[config.mk]
export PLATFORM = sky130hd
export DESIGN_NAME = uart_tx_mmio
export DESIGN_NICKNAME = d
export VERILOG_FILES = /design/src/rtl/uart_tx_mmio.sv
export SDC_FILE = /design/constraint.sdc
export NUM_CORES = 1
export LEC_CHECK = 0
export ABC_AREA = 1
export CORE_ASPECT_RATIO = 0.5
export CORE_MARGIN = 10
export CORE_UTILIZATION = 48
export CTS_CLUSTER_SIZE = 14
export DETAILED_ROUTE_END_ITERATION = 10
export MAX_ROUTING_LAYER = met4
export PLACE_DENSITY = 0.76
export SYNTH_ARGS = -nofsm -noshare
export SYNTH_HDL_FRONTEND = slang
export SYNTH_SLANG_ARGS = --single-unit
[constraint.sdc]
create_clock -name clk -period 2.37 [get_ports clk]
set_input_delay 0.474 -clock clk [delete_from_list [all_inputs] [get_ports clk]]
set_output_delay 0.474 -clock clk [all_outputs]
set_load 0.02 [all_outputs]
[src/rtl/uart_tx_mmio.sv]
// Memory-mapped 8N1 UART transmitter with a small TX FIFO on the CPU data bus.
// Zero-latency combinational reads; a push to a full FIFO is dropped and flagged as overrun.
module uart_tx_mmio #(
  parameter int unsigned CLK_DIV    = 868,
  parameter int unsigned FIFO_DEPTH = 8
) (
  input  logic        clk,
  input  logic        rst,
  input  logic        ce,
  input  logic        we,
  input  logic [31:0] addr,
  input  logic [3:0]  sel,
  input  logic [31:0] data_i,
  output logic [31:0] data_o,
  output logic        txd_o,
  output logic        irq_o
);

  localparam int unsigned AW = $clog2(FIFO_DEPTH);
  localparam int unsigned CW = AW + 1;

  typedef enum logic [1:0] {S_IDLE, S_START, S_DATA, S_STOP} state_t;

  state_t          r_state;
  state_t          w_next_state;
  logic [7:0]      r_mem [FIFO_DEPTH];
  logic [AW-1:0]   r_wr_ptr;
  logic [AW-1:0]   r_rd_ptr;
  logic [CW-1:0]   r_count;
  logic            r_overrun;
  logic            r_tx_en;
  logic            r_irq_en;
  logic [15:0]     r_div;
  logic [15:0]     r_cnt;
  logic [2:0]      r_bit;
  logic [7:0]      r_shift;
  logic            r_txd;
  logic            r_irq;

  logic            w_wr_en;
  logic            w_push_req;
  logic            w_push;
  logic            w_pop;
  logic            w_full;
  logic            w_empty;
  logic            w_can_start;
  logic            w_bit_end;
  logic            w_busy;
  logic [15:0]     w_div_eff;
  logic [15:0]     w_reload;
  logic [31:0]     w_cnt32;
  logic [3:0]      w_cnt_sat;
  logic [7:0]      w_head;
  logic            w_unused;

  assign w_unused = &{1'b0, addr[31:4], addr[1:0], data_i[31:16]};

  assign w_wr_en     = ce & we & (sel == 4'b1111) & ~rst;
  assign w_push_req  = w_wr_en & (addr[3:2] == 2'd0);
  assign w_full      = (r_count == CW'(FIFO_DEPTH));
  assign w_empty     = (r_count == '0);
  assign w_push      = w_push_req & (~w_full | w_pop);
  assign w_head      = r_mem[r_rd_ptr];
  assign w_can_start = ~w_empty & r_tx_en;
  assign w_bit_end   = (r_cnt == 16'd0);
  assign w_div_eff   = (r_div < 16'd2) ? 16'd2 : r_div;
  assign w_reload    = w_div_eff - 16'd1;
  assign w_cnt32     = 32'(r_count);
  assign w_cnt_sat   = (w_cnt32 > 32'd15) ? 4'hF : w_cnt32[3:0];

  // FIFO storage carries no reset; validity is tracked by r_count alone.
  always_ff @(posedge clk) begin
    if (w_push) r_mem[r_wr_ptr] <= data_i[7:0];
  end

  always_ff @(posedge clk) begin
    if (rst) begin
      r_wr_ptr <= '0;
      r_rd_ptr <= '0;
      r_count  <= '0;
    end else begin
      if (w_push) r_wr_ptr <= r_wr_ptr + AW'(1);
      if (w_pop)  r_rd_ptr <= r_rd_ptr + AW'(1);
      case ({w_push, w_pop})
        2'b10:   r_count <= r_count + CW'(1);
        2'b01:   r_count <= r_count - CW'(1);
        default: r_count <= r_count;
      endcase
    end
  end

  always_ff @(posedge clk) begin
    if (rst) begin
      r_overrun <= 1'b0;
      r_tx_en   <= 1'b1;
      r_irq_en  <= 1'b0;
      r_div     <= 16'(CLK_DIV);
    end else begin
      if (w_wr_en && addr[3:2] == 2'd2) begin
        r_tx_en  <= data_i[0];
        r_irq_en <= data_i[1];
      end
      if (w_wr_en && addr[3:2] == 2'd3) r_div <= data_i[15:0];
      if (w_push_req && w_full && !w_pop) r_overrun <= 1'b1;
      else if (w_wr_en && addr[3:2] == 2'd1 && data_i[3]) r_overrun <= 1'b0;
    end
  end

  always_ff @(posedge clk) begin
    if (rst) r_state <= S_IDLE;
    else     r_state <= w_next_state;
  end

  always_comb begin
    w_next_state = r_state;
    case (r_state)
      S_IDLE:  if (w_can_start) w_next_state = S_START;
      S_START: if (w_bit_end) w_next_state = S_DATA;
      S_DATA:  if (w_bit_end && r_bit == 3'd7) w_next_state = S_STOP;
      S_STOP:  if (w_bit_end) w_next_state = w_can_start ? S_START : S_IDLE;
      default: w_next_state = S_IDLE;
    endcase
  end

  always_comb begin
    w_busy = (r_state != S_IDLE);
    w_pop  = w_can_start & ((r_state == S_IDLE) | ((r_state == S_STOP) & w_bit_end));
  end

  // Bit timing: r_cnt counts down one bit period; DIV changes only take hold at a reload.
  always_ff @(posedge clk) begin
    if (rst) begin
      r_txd   <= 1'b1;
      r_cnt   <= 16'd0;
      r_bit   <= 3'd0;
      r_shift <= 8'd0;
    end else if (w_pop) begin
      r_shift <= w_head;
      r_cnt   <= w_reload;
      r_txd   <= 1'b0;
    end else if (r_state != S_IDLE) begin
      if (!w_bit_end) begin
        r_cnt <= r_cnt - 16'd1;
      end else begin
        r_cnt <= w_reload;
        case (r_state)
          S_START: begin
            r_txd <= r_shift[0];
            r_bit <= 3'd0;
          end
          S_DATA: begin
            if (r_bit == 3'd7) begin
              r_txd <= 1'b1;
            end else begin
              r_shift <= r_shift >> 1;
              r_txd   <= r_shift[1];
              r_bit   <= r_bit + 3'd1;
            end
          end
          default: r_cnt <= 16'd0;
        endcase
      end
    end
  end

  always_ff @(posedge clk) begin
    if (rst) r_irq <= 1'b0;
    else     r_irq <= r_irq_en & w_empty & (r_state == S_IDLE);
  end

  assign txd_o = r_txd;
  assign irq_o = r_irq;

  always_comb begin
    data_o = 32'h0;
    if (ce && !we) begin
      case (addr[3:2])
        2'd1:    data_o = {24'h0, w_cnt_sat, r_overrun, w_empty, w_full, w_busy};
        2'd2:    data_o = {30'h0, r_irq_en, r_tx_en};
        2'd3:    data_o = {16'h0, r_div};
        default: data_o = 32'h0;
      endcase
    end
  end

endmodule

== Word level (Yosys, flattened, before mapping) ==
Memories as Yosys holds them, arrays and structs flattened. A register that Yosys moved wholly into a read port is not among the register bits.
Index checks and enable logic that the tools add are counted.
Cells by class
  add/sub/neg operators: 7
  order comparisons: 2
  equality and inequality tests: 17
  muxes and demuxes: 33
  bitwise operators: 16
  reduce and logical (&&, ||, !) cells: 27
Operator list (count)
  $mux 16: 6
  $pmux 16 s3: 1
  $mux 8: 5
  $sub 16x1->16 const B: 2
  $logic_not 16->1: 1
  $lt 16x2->1 const B: 1
  $reduce_bool 2->1: 7
  $ne 2x2->1 const B: 6
  $and 1x1->1: 10
  $eq 2x2->1 const B: 5
  $add 3x1->3 const B: 3
  $mux 1: 9
  $mux 3: 3
  $eq 4x4->1 const B: 2
  $logic_and 1x1->1: 8
  $mux 2: 4
  $pmux 2 s4: 1
  $pmux 4 s2: 1
  $reduce_and 4->1: 2
  $eq 2x1->1 const B: 3
  $pmux 3 s2: 1
  $reduce_and 5->1: 1
  $add 4x1->4 const B: 1
  $gt 4x4->1 const B: 1
  12 further kinds: 18
Storage, ports and cells
  bits in registers: 60
  RAM bits: 64
  input port bits: 72
  output and inout port bits: 34
  logic and storage cells: 116
  memories: 1
Memories
  r_mem: depth 8, width 8, read ports 1, clocked after memory_dff 1, write ports 1, line 26  | logic [7:0] r_mem [FIFO_DEPTH];

== Logic depth before layout (Yosys ltp) ==
  word-level depth: 8
  mapped depth: 18
  depth with buffers taken out: 18

== Worst setup path after synthesis ==
OpenSTA, ideal clock, no wires.
  path type: reg-to-reg
  start point: register r_cnt[0]
  end point: memory r_mem[0][0] (enable)
  library setup time: 0.383 ns
  data arrival time: 2.053 ns
  data required time: 1.987 ns
  slack: -0.066 ns
  stages on the path, launching flop included: 12
  path buffers: 0
  clock period less this slack: 2.436 ns
  path through: dfxtp_1 > inv_1 > ha_1 > nand3_1 > nor2_1 > nand2_2 > nand2_8 > nand2_8 > nand2_4 > nand2_2 > or2_4 > nor3_1
Between the ends
  cells in the longest elaborated chain, start to end: 8
RTL lines
  start, declared: line 34  | logic [15:0] r_cnt;
  start signal, assigned: line 139  | r_cnt <= w_reload;
  start signal, assigned: line 143  | r_cnt <= r_cnt - 16'd1;
  start signal, assigned: line 145  | r_cnt <= w_reload;
  $logic_not 16->1: line 65  | assign w_bit_end = (r_cnt == 16'd0);
  $and 1x1->1: line 127  | w_pop = w_can_start & ((r_state == S_IDLE) | ((r_state == S_STOP) & w_bit_end));
  $or 1x1->1: line 127
  $and 1x1->1: line 127
  $or 1x1->1: line 62  | assign w_push = w_push_req & (~w_full | w_pop);
  $and 1x1->1: line 62
  $mux 1: line 73  | if (w_push) r_mem[r_wr_ptr] <= data_i[7:0];
  $mux 1 (not written as such): line 73
  end, declared: line 26
Every way passes these cells.

== Worst setup path in the final report ==
  start point: input port ce
  end point: output port data_o[15]
Between the ends
  cells in the longest elaborated chain, start to end: 2
RTL lines
  start, declared: line 9  | input logic ce,
  $logic_and 1x1->1: line 176  | if (ce && !we) begin
  $mux 16: line 176
  end, declared: line 14  | output logic [31:0] data_o,
Every way passes these cells.

==> qor.log <==
INFO  critical_path  slowest_delay=0.48ns
INFO  yosys          synthesis.instances=759
INFO  placement      dpl.hpwl=11210um
INFO  sta            worst_slew_margin_rel=61.82%
INFO  clock_tree     cts_tree=yes
INFO  die            die_y=101.6um
INFO  clock_tree     clock-sinks=127
INFO  routing        vias_per_cell=5.389
INFO  global_routing grt_use_met2=31.11%
INFO  yosys          yosysTopAreaCellShare=30.08%
INFO  critical_path  worstPathRequired=1.90ns
INFO  critical_path  crit_type=in -> out
INFO  yosys          synth_area_leader_cell=edfxtp_1
INFO  clock_tree     cts_root_buffer_type=clkbuf_16
INFO  yosys          yosysSeqAreaShare=49.81%
INFO  finish         drive_above_1_share=15.83%
INFO  sta            worst_pin_slew=0.5720ns
INFO  sta            slew_violations=0
INFO  global_routing first_pass_grt_wire_length=26220um
INFO  sta            min_period_over_period=97.16%
INFO  global_routing use_met3=3.466%
INFO  yosys          cells_taking_the_most_area_after_synthesis=edfxtp_1 (30%), dfxtp_1 (20%), nand2_1 (7.2%), o21ai_0 (6.5%), a21oi_1 (5.2%)
INFO  placement      portbufs=43
INFO  worst_hold_path min-delay-path-class=reg -> reg
INFO  routing        detail_route.iter0.violations=427
INFO  clock_tree     clock_path_buffers=2
INFO  die            floorplan.rows=29
INFO  yosys          async_flop_share=0%
INFO  finish         area_overhead_of_the_layout_relative_to_synthesis=23.14%
INFO  sta            shortest_clock_period_the_worst_path_allows_after_layout=2.303ns
INFO  finish         mostFrequentLayoutCell=nand2_1
INFO  power_and_ir_drop p_leak=0.003149uW
INFO  yosys          dominantRegCellSynth=edfxtp_1
INFO  die            ios=106
INFO  routing        detail_route.wirelength=16370um
INFO  critical_path  cpMaxStageDelayCell=clkdlybuf4s50_1
INFO  critical_path  bufs_and_invs_on_worst_path=5
INFO  critical_path  critical_path.cell_chain=clkdlybuf4s50_1, inv_1, nor2_1, inv_1, buf_12, nor3_1, dlygate4sd1_1
INFO  power_and_ir_drop ir_worst_vdd=0.7229mV
INFO  yosys          mappedNetlistArea=0.006390sqmm
INFO  outcome        outcome=completed
INFO  sta            worst_clock_skew=0.01305ns
INFO  routing        drt-pass1-iter-count=7
INFO  critical_path  timing.critical_path.mode_cell=inv_1
INFO  finish         post-route-cell-area=0.007869sqmm
INFO  global_routing vias_in_the_first_global_route=5291
INFO  power_and_ir_drop powerDensity=918.9mW/mm^2
INFO  sta            hold_slack=0.4388ns
INFO  die            coreArea=0.01284sqmm
INFO  die            initial_core_util=49.75%
INFO  die            die_x_extent=183.2um
INFO  critical_path  max_fo_critical_path=13
INFO  sta            setup_viol=0
INFO  power_and_ir_drop post-layout-total-power=7231uW
INFO  critical_path  cp_data_arrival_time=1.83ns
INFO  routing        ant_nets=0
INFO  yosys          synth_cell_types=47
INFO  global_routing grt_util_all_layers=18.08%
INFO  placement      gp_routability_congestion=0.9056
INFO  yosys          synth-edff-count=64
INFO  finish         filler_cell_count=1066
INFO  clock_tree     worst_skew_pair.late_latency=0.42ns
INFO  finish         most-common-layout-cells=nand2_1 (123), o21ai_0 (83), nor2_1 (75)
INFO  clock_tree     cts_hold_repair.buffers=0
INFO  clock_tree     tritoncts.num_buffers=17
INFO  critical_path  cp-end-kind=output pin
INFO  placement      dpl-instance-area=0.007172sqmm
INFO  global_routing globalRoute.busiestLayer=met2
INFO  finish         num-nets-final=927
INFO  routing        avg_wl_per_cell=16.00um
INFO  sta            fmaxAchievable=0.4343GHz
INFO  global_routing grt_antenna_before_repair=0
INFO  sta            finalHoldViolations=0
INFO  routing        via_count=5513
INFO  global_routing grt.met1_usage=20.54%
INFO  yosys          synth-seq-cells=127
INFO  clock_tree     worst_setup_hold_path_clk_slew=0.06ns
INFO  global_routing overflow=0
INFO  critical_path  crit_path_launch_type=input port
INFO  clock_tree     htree_levels=4
INFO  critical_path  reg2reg_slack=0.14ns
INFO  die            floorplan.die_area=0.01861sqmm
INFO  global_routing grt_start_max_net_pins=38
INFO  routing        detail_route.drc_violations=0
INFO  run            cap_violations=0
INFO  finish         number_of_antenna_repair_diodes=0
INFO  critical_path  cpLargestDelayFamily=buffers and inverters
INFO  yosys          postSynthAreaPerCell=8.419squm
INFO  yosys          synth-warning-count=0
-- final timing paths --
| check | start | end | depth (start not counted) |
|---|---|---|---|
| max reg2reg | r_count[3] | r_mem[4][6] | 10 |
| min reg2reg | r_rd_ptr[2] | r_rd_ptr[2] | 1 |
| max | ce | data_o[15] | 7 |
| min | r_rd_ptr[2] | r_rd_ptr[2] | 1 |
-- synthesized netlist by cell type, types with 2 or more instances --
cell type and n:
a211oi_1 3, a21boi_0 6, a21oi_1 66, a31oi_1 6
buf_2 2, buf_4 18, clkbuf_1 21, dfxtp_1 63
edfxtp_1 64, ha_1 14, inv_1 67, inv_2 2
nand2_1 123, nand2_2 5, nand2_8 2, nand3_1 49
nand4_1 5, nor2_1 83, nor2_2 2, nor2_4 3
nor3_1 18, nor4_1 3, o211ai_1 4, o21ai_0 83
o21ai_2 3, o21bai_1 2, o22ai_1 15, xnor2_1 3
xor2_1 6
-- report_power, final --
group / internal [uW] / total, uW / switching [uW] / leakage, uW
Sequential: 2430 / 2540 / 112 / 0.00109
Clock: 1780 / 2820 / 1040 / 0.000305
Combinational: 712 / 1870 / 1160 / 0.00176
-- repair_timing --
| item | CTS | global route |
|---|---|---|
| buffers inserted | 0 | 7 |
| pin swaps | 0 | 3 |
| setup endpoints to repair | 16 | 47 |
| gates resized for setup | 28 | 45 |
-- state kept, by name, indices dropped and copies added, names as in the netlist, named ones only --
signal and cells:
irq_o 1, r_bit 3, r_cnt 16, r_count 4
r_div 16, r_irq_en 1, r_mem 64, r_overrun 1
r_rd_ptr 3, r_shift 8, r_state 2, r_tx_en 1
r_wr_ptr 3, txd_o 1
-- metrics by stage --
step | TNS (ns) | setup slack, ns | utilization, % | instances
floorplan | -2.125 | -0.06640 | - | 774
global placement | -10.35 | -0.3310 | 55.83 | 984
detailed placement | -14.49 | -0.3244 | 55.83 | 984
CTS | 0 | 0.002047 | 60.70 | 1016
global route | -0.02362 | -0.01668 | 61.26 | 1023
finish | 0 | 0.06740 | 61.26 | 1023
-- worst reg2reg max path, delay by kind of cell, from the launching register on --
kind / cells / cell delay (ns)
simple gates: 7 / 0.94
compound gates: 1 / 0.21
buf+inv: 2 / 0.37
flops: 1 / 0.44
-- metal layers --
metal	wire, um	part of all wire, %	up-vias
met5	0	0	-
met4	357	2.2	0
met3	851	5.2	27
met2	8100	49	153
met1	7058	43	2607
li1	-	-	2726
-- cell type report --
type	instances	area, sq um	share of cell area [%]
clock inverters	14	201.4	2.560
inverters	72	279.0	3.546
clock buffers	18	429.2	5.454
repair buffers	90	762.0	9.684
well taps	170	212.7	2.703
flip-flops and latches	127	3186	40.48
multi-input cells	532	2799	35.57
-- cell families (layout without fill, tap and decap cells) --
family	Yosys count	in the layout	synth area share, %
adder cells (fa/ha/maj)	15	15	3.055
XOR/XNOR	9	9	1.234
buffers and inverters	115	194	8.165
AO/OA/AOI/OAI	193	193	16.66
flip-flops	127	127	49.81
other	1	16	0.05869
AND/OR/NAND/NOR	299	299	21.01
(Power assumes the default switching activity.)
